===== src/rtl/farm_sensor_request.sv =====
// Farm-road loop conditioner: sync + debounce the loop, dwell-qualify presence, raise C until farm green.
// Latency: loop_raw edge to loop_db edge is 2+DEBOUNCE_CYC cycles; C and waiting are registered from next state.
// Backpressure: none; free-running stream of lamp and loop samples. FARM_LOOP_STUCK_EN adds the stuck-loop detector.
module farm_sensor_request #(
    parameter int DEBOUNCE_CYC = 4,
    parameter int TICK_DIV     = 4,
    parameter int ARM_TICKS    = 2,
    parameter int STUCK_TICKS  = 20
) (
    input  logic       clk,
    input  logic       rst,
    input  logic       loop_raw,
    input  logic [2:0] light_highway,
    input  logic [2:0] light_farm,
    output logic       C,
    output logic       waiting,
    output logic [7:0] serve_count,
    output logic       loop_fault
);

    // Tick prescaler never narrower than 28 bits so a 50 MHz divider fits.
    localparam int TICK_W  = ($clog2(TICK_DIV) > 28) ? $clog2(TICK_DIV) : 28;
    localparam int DB_W    = $clog2(DEBOUNCE_CYC + 1);
    // One width for both tick-count thresholds (dwell and stuck).
    localparam int DWELL_W = $clog2(((ARM_TICKS > STUCK_TICKS) ? ARM_TICKS : STUCK_TICKS) + 1);

    typedef enum logic [1:0] {
        S_IDLE    = 2'd0,
        S_ARMED   = 2'd1,
        S_REQUEST = 2'd2,
        S_SERVED  = 2'd3
    } state_t;

    logic               sync1_q, sync2_q;
    logic [DB_W-1:0]    db_cnt_q;
    logic [DB_W-1:0]    db_inc;
    logic               loop_db_q, loop_db_prev_q;
    logic               db_rise;
    logic [TICK_W-1:0]  tick_q;
    logic               tick;
    state_t             state_q, state_d;
    logic [DWELL_W-1:0] dwell_q, dwell_d, dwell_inc;
    logic               c_q, c_d;
    logic               waiting_q, waiting_d;
    logic [7:0]         serve_count_q, serve_count_d;
    logic               fault_block;

    assign db_inc    = db_cnt_q + 1'b1;
    assign db_rise   = loop_db_q & ~loop_db_prev_q;
    assign tick      = (tick_q == TICK_W'(TICK_DIV - 1));
    assign dwell_inc = dwell_q + 1'b1;

    // Two-flop synchronizer for the asynchronous loop detector.
    always_ff @(posedge clk) begin
        if (rst) begin
            sync1_q <= 1'b0;
            sync2_q <= 1'b0;
        end else begin
            sync1_q <= loop_raw;
            sync2_q <= sync1_q;
        end
    end

    // Debounce: a new level must persist DEBOUNCE_CYC cycles before it is accepted.
    always_ff @(posedge clk) begin
        if (rst) begin
            db_cnt_q       <= '0;
            loop_db_q      <= 1'b0;
            loop_db_prev_q <= 1'b0;
        end else begin
            loop_db_prev_q <= loop_db_q;
            if (sync2_q == loop_db_q) begin
                db_cnt_q <= '0;
            end else if (db_inc == DB_W'(DEBOUNCE_CYC)) begin
                loop_db_q <= sync2_q;
                db_cnt_q  <= '0;
            end else begin
                db_cnt_q <= db_inc;
            end
        end
    end

    // Free-running 1 s tick prescaler.
    always_ff @(posedge clk) begin
        if (rst) begin
            tick_q <= '0;
        end else if (tick) begin
            tick_q <= '0;
        end else begin
            tick_q <= tick_q + 1'b1;
        end
    end

`ifdef FARM_LOOP_STUCK_EN
    logic [DWELL_W-1:0] stuck_q, stuck_d;
    logic               loop_fault_q;

    // Stuck counter: ticks of uninterrupted presence, saturating at the threshold.
    always_comb begin
        stuck_d = stuck_q;
        if (!loop_db_q) begin
            stuck_d = '0;
        end else if (tick && (stuck_q != DWELL_W'(STUCK_TICKS))) begin
            stuck_d = stuck_q + 1'b1;
        end
    end

    // Stuck register and sticky fault flag; only reset clears the flag.
    always_ff @(posedge clk) begin
        if (rst) begin
            stuck_q      <= '0;
            loop_fault_q <= 1'b0;
        end else begin
            stuck_q <= stuck_d;
            if (stuck_d == DWELL_W'(STUCK_TICKS)) begin
                loop_fault_q <= 1'b1;
            end
        end
    end

    assign fault_block = loop_fault_q;
    assign loop_fault  = loop_fault_q;
`else
    assign fault_block = 1'b0;
    assign loop_fault  = 1'b0;
`endif

    // Next-state logic; registered outputs are decoded from the next state.
    always_comb begin
        state_d       = state_q;
        dwell_d       = dwell_q;
        case (state_q)
            S_IDLE: begin
                if (db_rise && !fault_block) begin
                    state_d = S_ARMED;
                    dwell_d = '0;
                end
            end
            S_ARMED: begin
                // Loss of presence takes priority over a completing dwell tick.
                if (!loop_db_q || fault_block) begin
                    state_d = S_IDLE;
                end else if (tick) begin
                    dwell_d = dwell_inc;
                    if (dwell_inc == DWELL_W'(ARM_TICKS)) begin
                        state_d = S_REQUEST;
                    end
                end
            end
            S_REQUEST: begin
                if (light_farm == 3'b001) begin
                    state_d = S_SERVED;
                end
            end
            S_SERVED: begin
                if ((light_farm == 3'b100) && (light_highway == 3'b001)) begin
                    if (loop_db_q && !fault_block) begin
                        state_d = S_ARMED;
                        dwell_d = '0;
                    end else begin
                        state_d = S_IDLE;
                    end
                end
            end
            default: state_d = S_IDLE;
        endcase

        c_d       = (state_d == S_REQUEST);
        waiting_d = (state_d == S_ARMED) || (state_d == S_REQUEST);

        serve_count_d = serve_count_q;
        if ((state_d == S_SERVED) && (state_q != S_SERVED) && (serve_count_q != 8'hFF)) begin
            serve_count_d = serve_count_q + 8'd1;
        end
    end

    // State, dwell and output registers.
    always_ff @(posedge clk) begin
        if (rst) begin
            state_q       <= S_IDLE;
            dwell_q       <= '0;
            c_q           <= 1'b0;
            waiting_q     <= 1'b0;
            serve_count_q <= 8'd0;
        end else begin
            state_q       <= state_d;
            dwell_q       <= dwell_d;
            c_q           <= c_d;
            waiting_q     <= waiting_d;
            serve_count_q <= serve_count_d;
        end
    end

    assign C           = c_q;
    assign waiting     = waiting_q;
    assign serve_count = serve_count_q;

endmodule


===== config.mk =====
export PLATFORM = sky130hd
export DESIGN_NAME = farm_sensor_request
export DESIGN_NICKNAME = d
export VERILOG_FILES = /design/src/rtl/farm_sensor_request.sv
export SDC_FILE = /design/constraint.sdc
export NUM_CORES = 1
export LEC_CHECK = 0
export CAP_MARGIN = 25
export CELL_PAD_IN_SITES_DETAIL_PLACEMENT = 1
export CELL_PAD_IN_SITES_GLOBAL_PLACEMENT = 1
export CORE_ASPECT_RATIO = 0.8
export CORE_MARGIN = 4
export CORE_UTILIZATION = 40
export CTS_BUF_LIST = sky130_fd_sc_hd__clkbuf_16
export DETAILED_ROUTE_END_ITERATION = 12
export PLACE_DENSITY = 0.85
export SLEW_MARGIN = 20
export SYNTH_ARGS = -nofsm -noshare
export SYNTH_HDL_FRONTEND = slang
export SYNTH_SLANG_ARGS = --single-unit

===== constraint.sdc =====
create_clock -name clk -period 3.5 [get_ports clk]
set_clock_uncertainty 0.2 [all_clocks]
set_input_delay 0.7 -clock clk [delete_from_list [all_inputs] [get_ports clk]]
set_output_delay 0.7 -clock clk [all_outputs]
set_load 0.05 [all_outputs]

; ---- After elaboration in Yosys (flattened, before gate mapping)
; Cells that the tools add are included.
[totals]
out_inout_bits = 11
input_bits = 9
elab_cells = 62
regBits = 52
[classes]
addsub = 4
eq_ne = 20
n_bitwise = 3
mux = 14
reduce_logical = 10
[op_table]
columns = operator, n
row1 = "28-bit by 1-bit adder with 28-bit output, second input constant", 1
row2 = "28-bit by 2-bit == test with 1-bit output, second input constant", 1
row3 = 5-bit 2-to-1 mux, 5
row4 = 5-bit one-hot mux with 3 select lines, 1
row5 = 2-bit 2-to-1 mux, 6
row6 = "2-bit inequality test, second input constant", 6
row7 = "8-bit by 1-bit adder with 8-bit output, second input constant", 1
row8 = "2-bit == test, second input constant", 4
row9 = "8-bit inequality test, second input constant", 1
row10 = 2-bit one-hot mux with 4 select lines, 1
row11 = "3-bit by 1-bit == test with 1-bit output, second input constant", 2
row12 = "3-bit == test, second input constant", 2
row13 = 6-bit AND reduction, 1
row14 = "5-bit by 1-bit adder with 5-bit output, second input constant", 1
row15 = "5-bit by 2-bit == test with 1-bit output, second input constant", 1
row16 = "2-bit by 1-bit == test with 1-bit output, second input constant", 2
row17 = "3-bit by 1-bit adder with 3-bit output, second input constant", 1
row18 = 1-bit logical AND, 3
row19 = 3-bit nonzero test, 1
row20 = 3-bit OR reduction, 1
row21 = 2-bit logical NOT, 1
row22 = 1-bit NOT, 2
row23 = 2-bit AND reduction, 1
row24 = 2-bit OR reduction, 1
row25 = other kinds (4), 4

; ---- Longest topological paths before layout
[depth]
word_depth = 9
mapped_depth = 12
mapped_depth_nobuf = 12

; ---- Worst setup path after synthesis
; OpenSTA, ideal clock, no wires.
[synth_timing]
kind = register -> register
startpoint = register tick_q[0]
endpoint = register serve_count_q[5] (netlist: serve_count[5])
path_slack_ns = 0.579
stages_incl_launch_ff = 12
setup_time_ns = 0.128
t_arrival_ns = 2.593
path_cell_list = dfxtp_1 -> ha_1 -> nor4b_1 -> nand4_1 -> a2111oi_4 -> a22o_2 -> ha_1 -> a21bo_2 -> a41oi_2 -> and3_1 -> xnor2_1 -> nor2_1
[synth_between]
elab_chain_len = 7
[synth_rtl]
columns = element, line
row1 = start: declaration, 39  ; logic [TICK_W-1:0] tick_q;
row2 = start signal: assignment, 90  ; tick_q <= tick_q + 1'b1;
row3 = 28-bit by 2-bit == test with 1-bit output, 50  ; assign tick = (tick_q == TICK_W'(TICK_DIV - 1));
row4 = 2-bit 2-to-1 mux, 143  ; end else if (tick) begin
row5 = 2-bit 2-to-1 mux, 141  ; if (!loop_db_q || fault_block) begin
row6 = 2-bit one-hot mux with 4 select lines, 132  ; case (state_q)
row7 = via state_d[1], 41  ; state_t state_q, state_d;
row8 = 2-bit == test, 172  ; if ((state_d == S_SERVED) && (state_q != S_SERVED) && (serve_count_q != 8'hFF)) begin
row9 = 1-bit logical AND (2 in a row), 172
row10 = end signal: assignment, 190  ; serve_count_q <= serve_count_d;
row11 = end: declaration, 45  ; logic [7:0] serve_count_q, serve_count_d;
; The timed path passes the listed nets, and every way through them passes these cells.
; A chain may end at the register's enable or synchronous reset.

; ---- Worst setup path after layout
[layout_timing]
startpoint = register tick_q[0]
endpoint = register serve_count_q[1] (netlist: serve_count[1])
; Same word-level chain as after synthesis.

==> flow_summary.toml <==
[outcome]
status = "complete, no violations"

[yosys]
synthCells = 273
synth.net_count = 290
synth_compound_area_frac = 0.0762
synth_edf_count = 0
synth.largest_area_cell = "dfxtp_1"
dominant_combinational_cell_family_by_area_after_synthesis = "simple AND/OR/NAND/NOR gates"
syn_area_per_cell_um2 = 8.96
synth_async_sr_flop_share = 0
synthAdderAreaFrac = 0.0409
synth_xor_xnor_area_share = 0.132
ys.warnings.count = 0
synth-seq-cells = 52
yosysUniqueCellTypes = 42
most_common_flop_cell_mapped_by_yosys = "dfxtp_1"
synth.yosys.seq_area_share = 0.426
synth_top_area_share = 0.426
post_synth_instance_area_um2 = 2450
yosys.area_share.simple = 0.282
ys_top_cells_by_area = "dfxtp_1 43%, xor2_1 10%, nor2_1 7.2%"
muxShareOfSynthArea = 0.00409

[timing]
layout_worst_path_cycle_share = 0.928
final.min_clock_period_ps = 3250
remaining_max_slew_budget_at_the_tightest_pin = 0.553
setup_tns_ps = 0
setup_repair_after_global_routing_missed_its_margin = "no"
timing_max_transition_violations_final = 0
hold_violations_final = 0
finalSetupViolations = 0
fmax_ghz = 0.308
worst_pin_slew_ps = 667

[clock_tree]
cts-hold-fix-buffers = 0
tritoncts = "done"
cts_htree_levels = 2
number_of_clock_buffers_inserted_by_tritoncts = 5
max-clock-path-buffers = 2
insertion_delay_ps = 300
path_clk_slew_ps = 70
ctsResizeCount = 0
cts.root.buffer_cell = "clkbuf_16"
postCtsSetupBuffers = 0
cts_sinks = 52

[critical_path]
critical_path.endpoint_type = "flip-flop"
worst_r2r_endpoint = "serve_count[1]$_SDFFE_PP0P_"
crit_arrival_ps = 3240
timing.critical_path.from_type = "flip-flop"
setup.worst_path.class = "reg2reg"
cp_cell_sequence = "ha_1 > nor4b_1 > nand4_1 > a2111oi_4 > a22o_2 > ha_1 > a21bo_2 > a41oi_2 > buf_4 > mux2i_1 > nor2_1"
critical_path.most_common_cell = "ha_1"
cpPeakStageDelay_ps = 430
cp_max_fo = 7
timing.reg2reg.setup_slack_ps = 250
cp_slowest_cell = "a2111oi_4"
timing.critical_path.required_ps = 3490
crit_start = "tick_q[0]$_SDFF_PP0_"
startpoint_of_the_most_critical_register_to_register_path = "tick_q[0]$_SDFF_PP0_"
number_of_cells_traversed_by_the_worst_register_to_register_path = 11
setup.worst_path.end = "serve_count[1]$_SDFFE_PP0P_"

[hold_path]
whs_path_depth = 1
holdCritPathClass = "reg2reg"
hold_path_startpoint = "db_cnt_q[0]$_SDFF_PP0_"

[cells_and_area]
final_nets = 310
layout-area-overhead-vs-synth_pct = 16.5
fin_util = 0.482
fin_area_um2 = 2850
antenna_cells_inserted = 0
post_route_cells_drive_above_1_share = 0.0782
layout_commonest_cell = "dfxtp_1"
post_layout_nonfiller_instances = 375
mostFrequentLayoutCells = "52 x dfxtp_1, 47 x nor2_1, 28 x xor2_1, 18 x nand3_1, 18 x clkdlybuf4s50_1"

[die]
die-area_um2 = 7440
die_h_um = 77.9
core_area_um2 = 5910
top_level_i_o_count = 20
std_cell_rows = 25
chipWidth_um = 95.4
floorplan.initialDensity = 0.414

[power]
cellLeakagePower_nw = 1.07
power_per_cell_area_nw_per_um2 = 406
power.total_mw = 1.16
irDropWorstVdd_uv = 167

[drt]
postRouteAntennaNets = 0
initialDrtViolationCount = 105
average_wire_length_per_cell_after_detail_routing_um = 15.0
route.detailed.vias_per_inst = 5.30
total_length_of_routed_wires_um = 5640
iteration_count_of_the_initial_detailed_routing_pass = 6
route.vias.total = 1989
drc = 0

[grt]
gr_usage_total = 0.165
grt_antenna_before_repair = 0
wire_length_of_the_first_global_routing_pass_um = 9580
grt_start_max_net_pins = 29
grt_overflow = 0
first_global_vias = 2023

[placed_design]
place.gp.congestion = 0.775
dpl.cell_count = 367
portBuffers = 18
place.detailed.hpwl_um = 3930
placed_area_um2 = 2700

[job]
cap_violations = 0
[registers in the layout, indices dropped and copies added, names as in the netlist]
register        cells
serve_count         8
db_cnt_q            3
C                   1
dwell_q             5
sync2_q             1
tick_q             28
loop_db_prev_q      1
loop_db_q           1
sync1_q             1
state_q             2
waiting             1
[cell type report]
cell class	count	area, um^2
flip-flops and latches	52	1040
fillers	693	3060
multi-input cells	203	1310
clock inverters	3	27.5
clock buffers	5	125
repair buffers	21	203
inverters	10	37.5
well taps	81	101
[logic make-up (layout without fill, tap and decap cells)]
kind of cell	after synthesis	after routing
and+or+nand+nor	135	135
adders and majority gates	8	8
DFF	52	52
buffers and inverters	18	39
muxes	1	1
AOI/OAI and AO/OA	21	21
xor gates and xnor gates	37	37
other	1	1
[per-stage QoR]
step | hold slack, ps | setup slack, ps
floorplan | 214 | 579
global placement | 219 | 118
detailed placement | 243 | -20.0
global route | 274 | 66.5
finish | 254 | 251
CTS | 259 | 217
[per-layer routing]
layer	routed length, um	up-vias	part of all wire	global-route usage
met4	86	0	0.015	0.0440
li1	-	982	-	-
met5	0	-	0	0
met1	2640	980	0.47	0.207
met2	2800	20	0.50	0.273
met3	123	7	0.022	0.0494
[worst max-delay path: cells and delay by family (launching register included)]
family,cells,cell delay [ps]
fa+ha+maj,2,350
compound gates,4,1190
flops,1,390
buf+inv,1,190
simple gates,3,640
mux,1,180
[worst min path at each step]
stage / to / slack [ps]
2_1_floorplan: sync2_q$_SDFF_PP0_ / 210
3_3_place_gp: sync2_q$_SDFF_PP0_ / 220
3_5_place_dp: db_cnt_q[0]$_SDFF_PP0_ / 240
4_1_cts: db_cnt_q[0]$_SDFF_PP0_ / 260
5_1_grt: db_cnt_q[0]$_SDFF_PP0_ / 270
6_report: db_cnt_q[0]$_SDFF_PP0_ / 250
[power by group]
part           switching [mW]  internal [mW]  total [mW]
registers             0.00552          0.596       0.602
logic                  0.0260         0.0179      0.0438
clock network           0.239          0.272       0.511
[synthesized netlist by cell type (2+ instances only)]
library cell and n:
buf_6 2, nor4_1 7, o21ai_0 2, a211oi_1 2, xnor2_1 9, a21oi_1 4, nor2_1 47, or4_1 2
nand2b_1 2, nor3_1 3, nand3_1 18, nand4_1 14, ha_1 8, and4_1 4, inv_1 10, or2_2 2
xor2_1 28, clkbuf_1 3, o2bb2ai_1 3, nor2b_1 6, and3_2 2, buf_4 2, dfxtp_1 52, and3_1 7
nand2_1 16, nor3_2 2
Power figures use the tool's default switching activity.
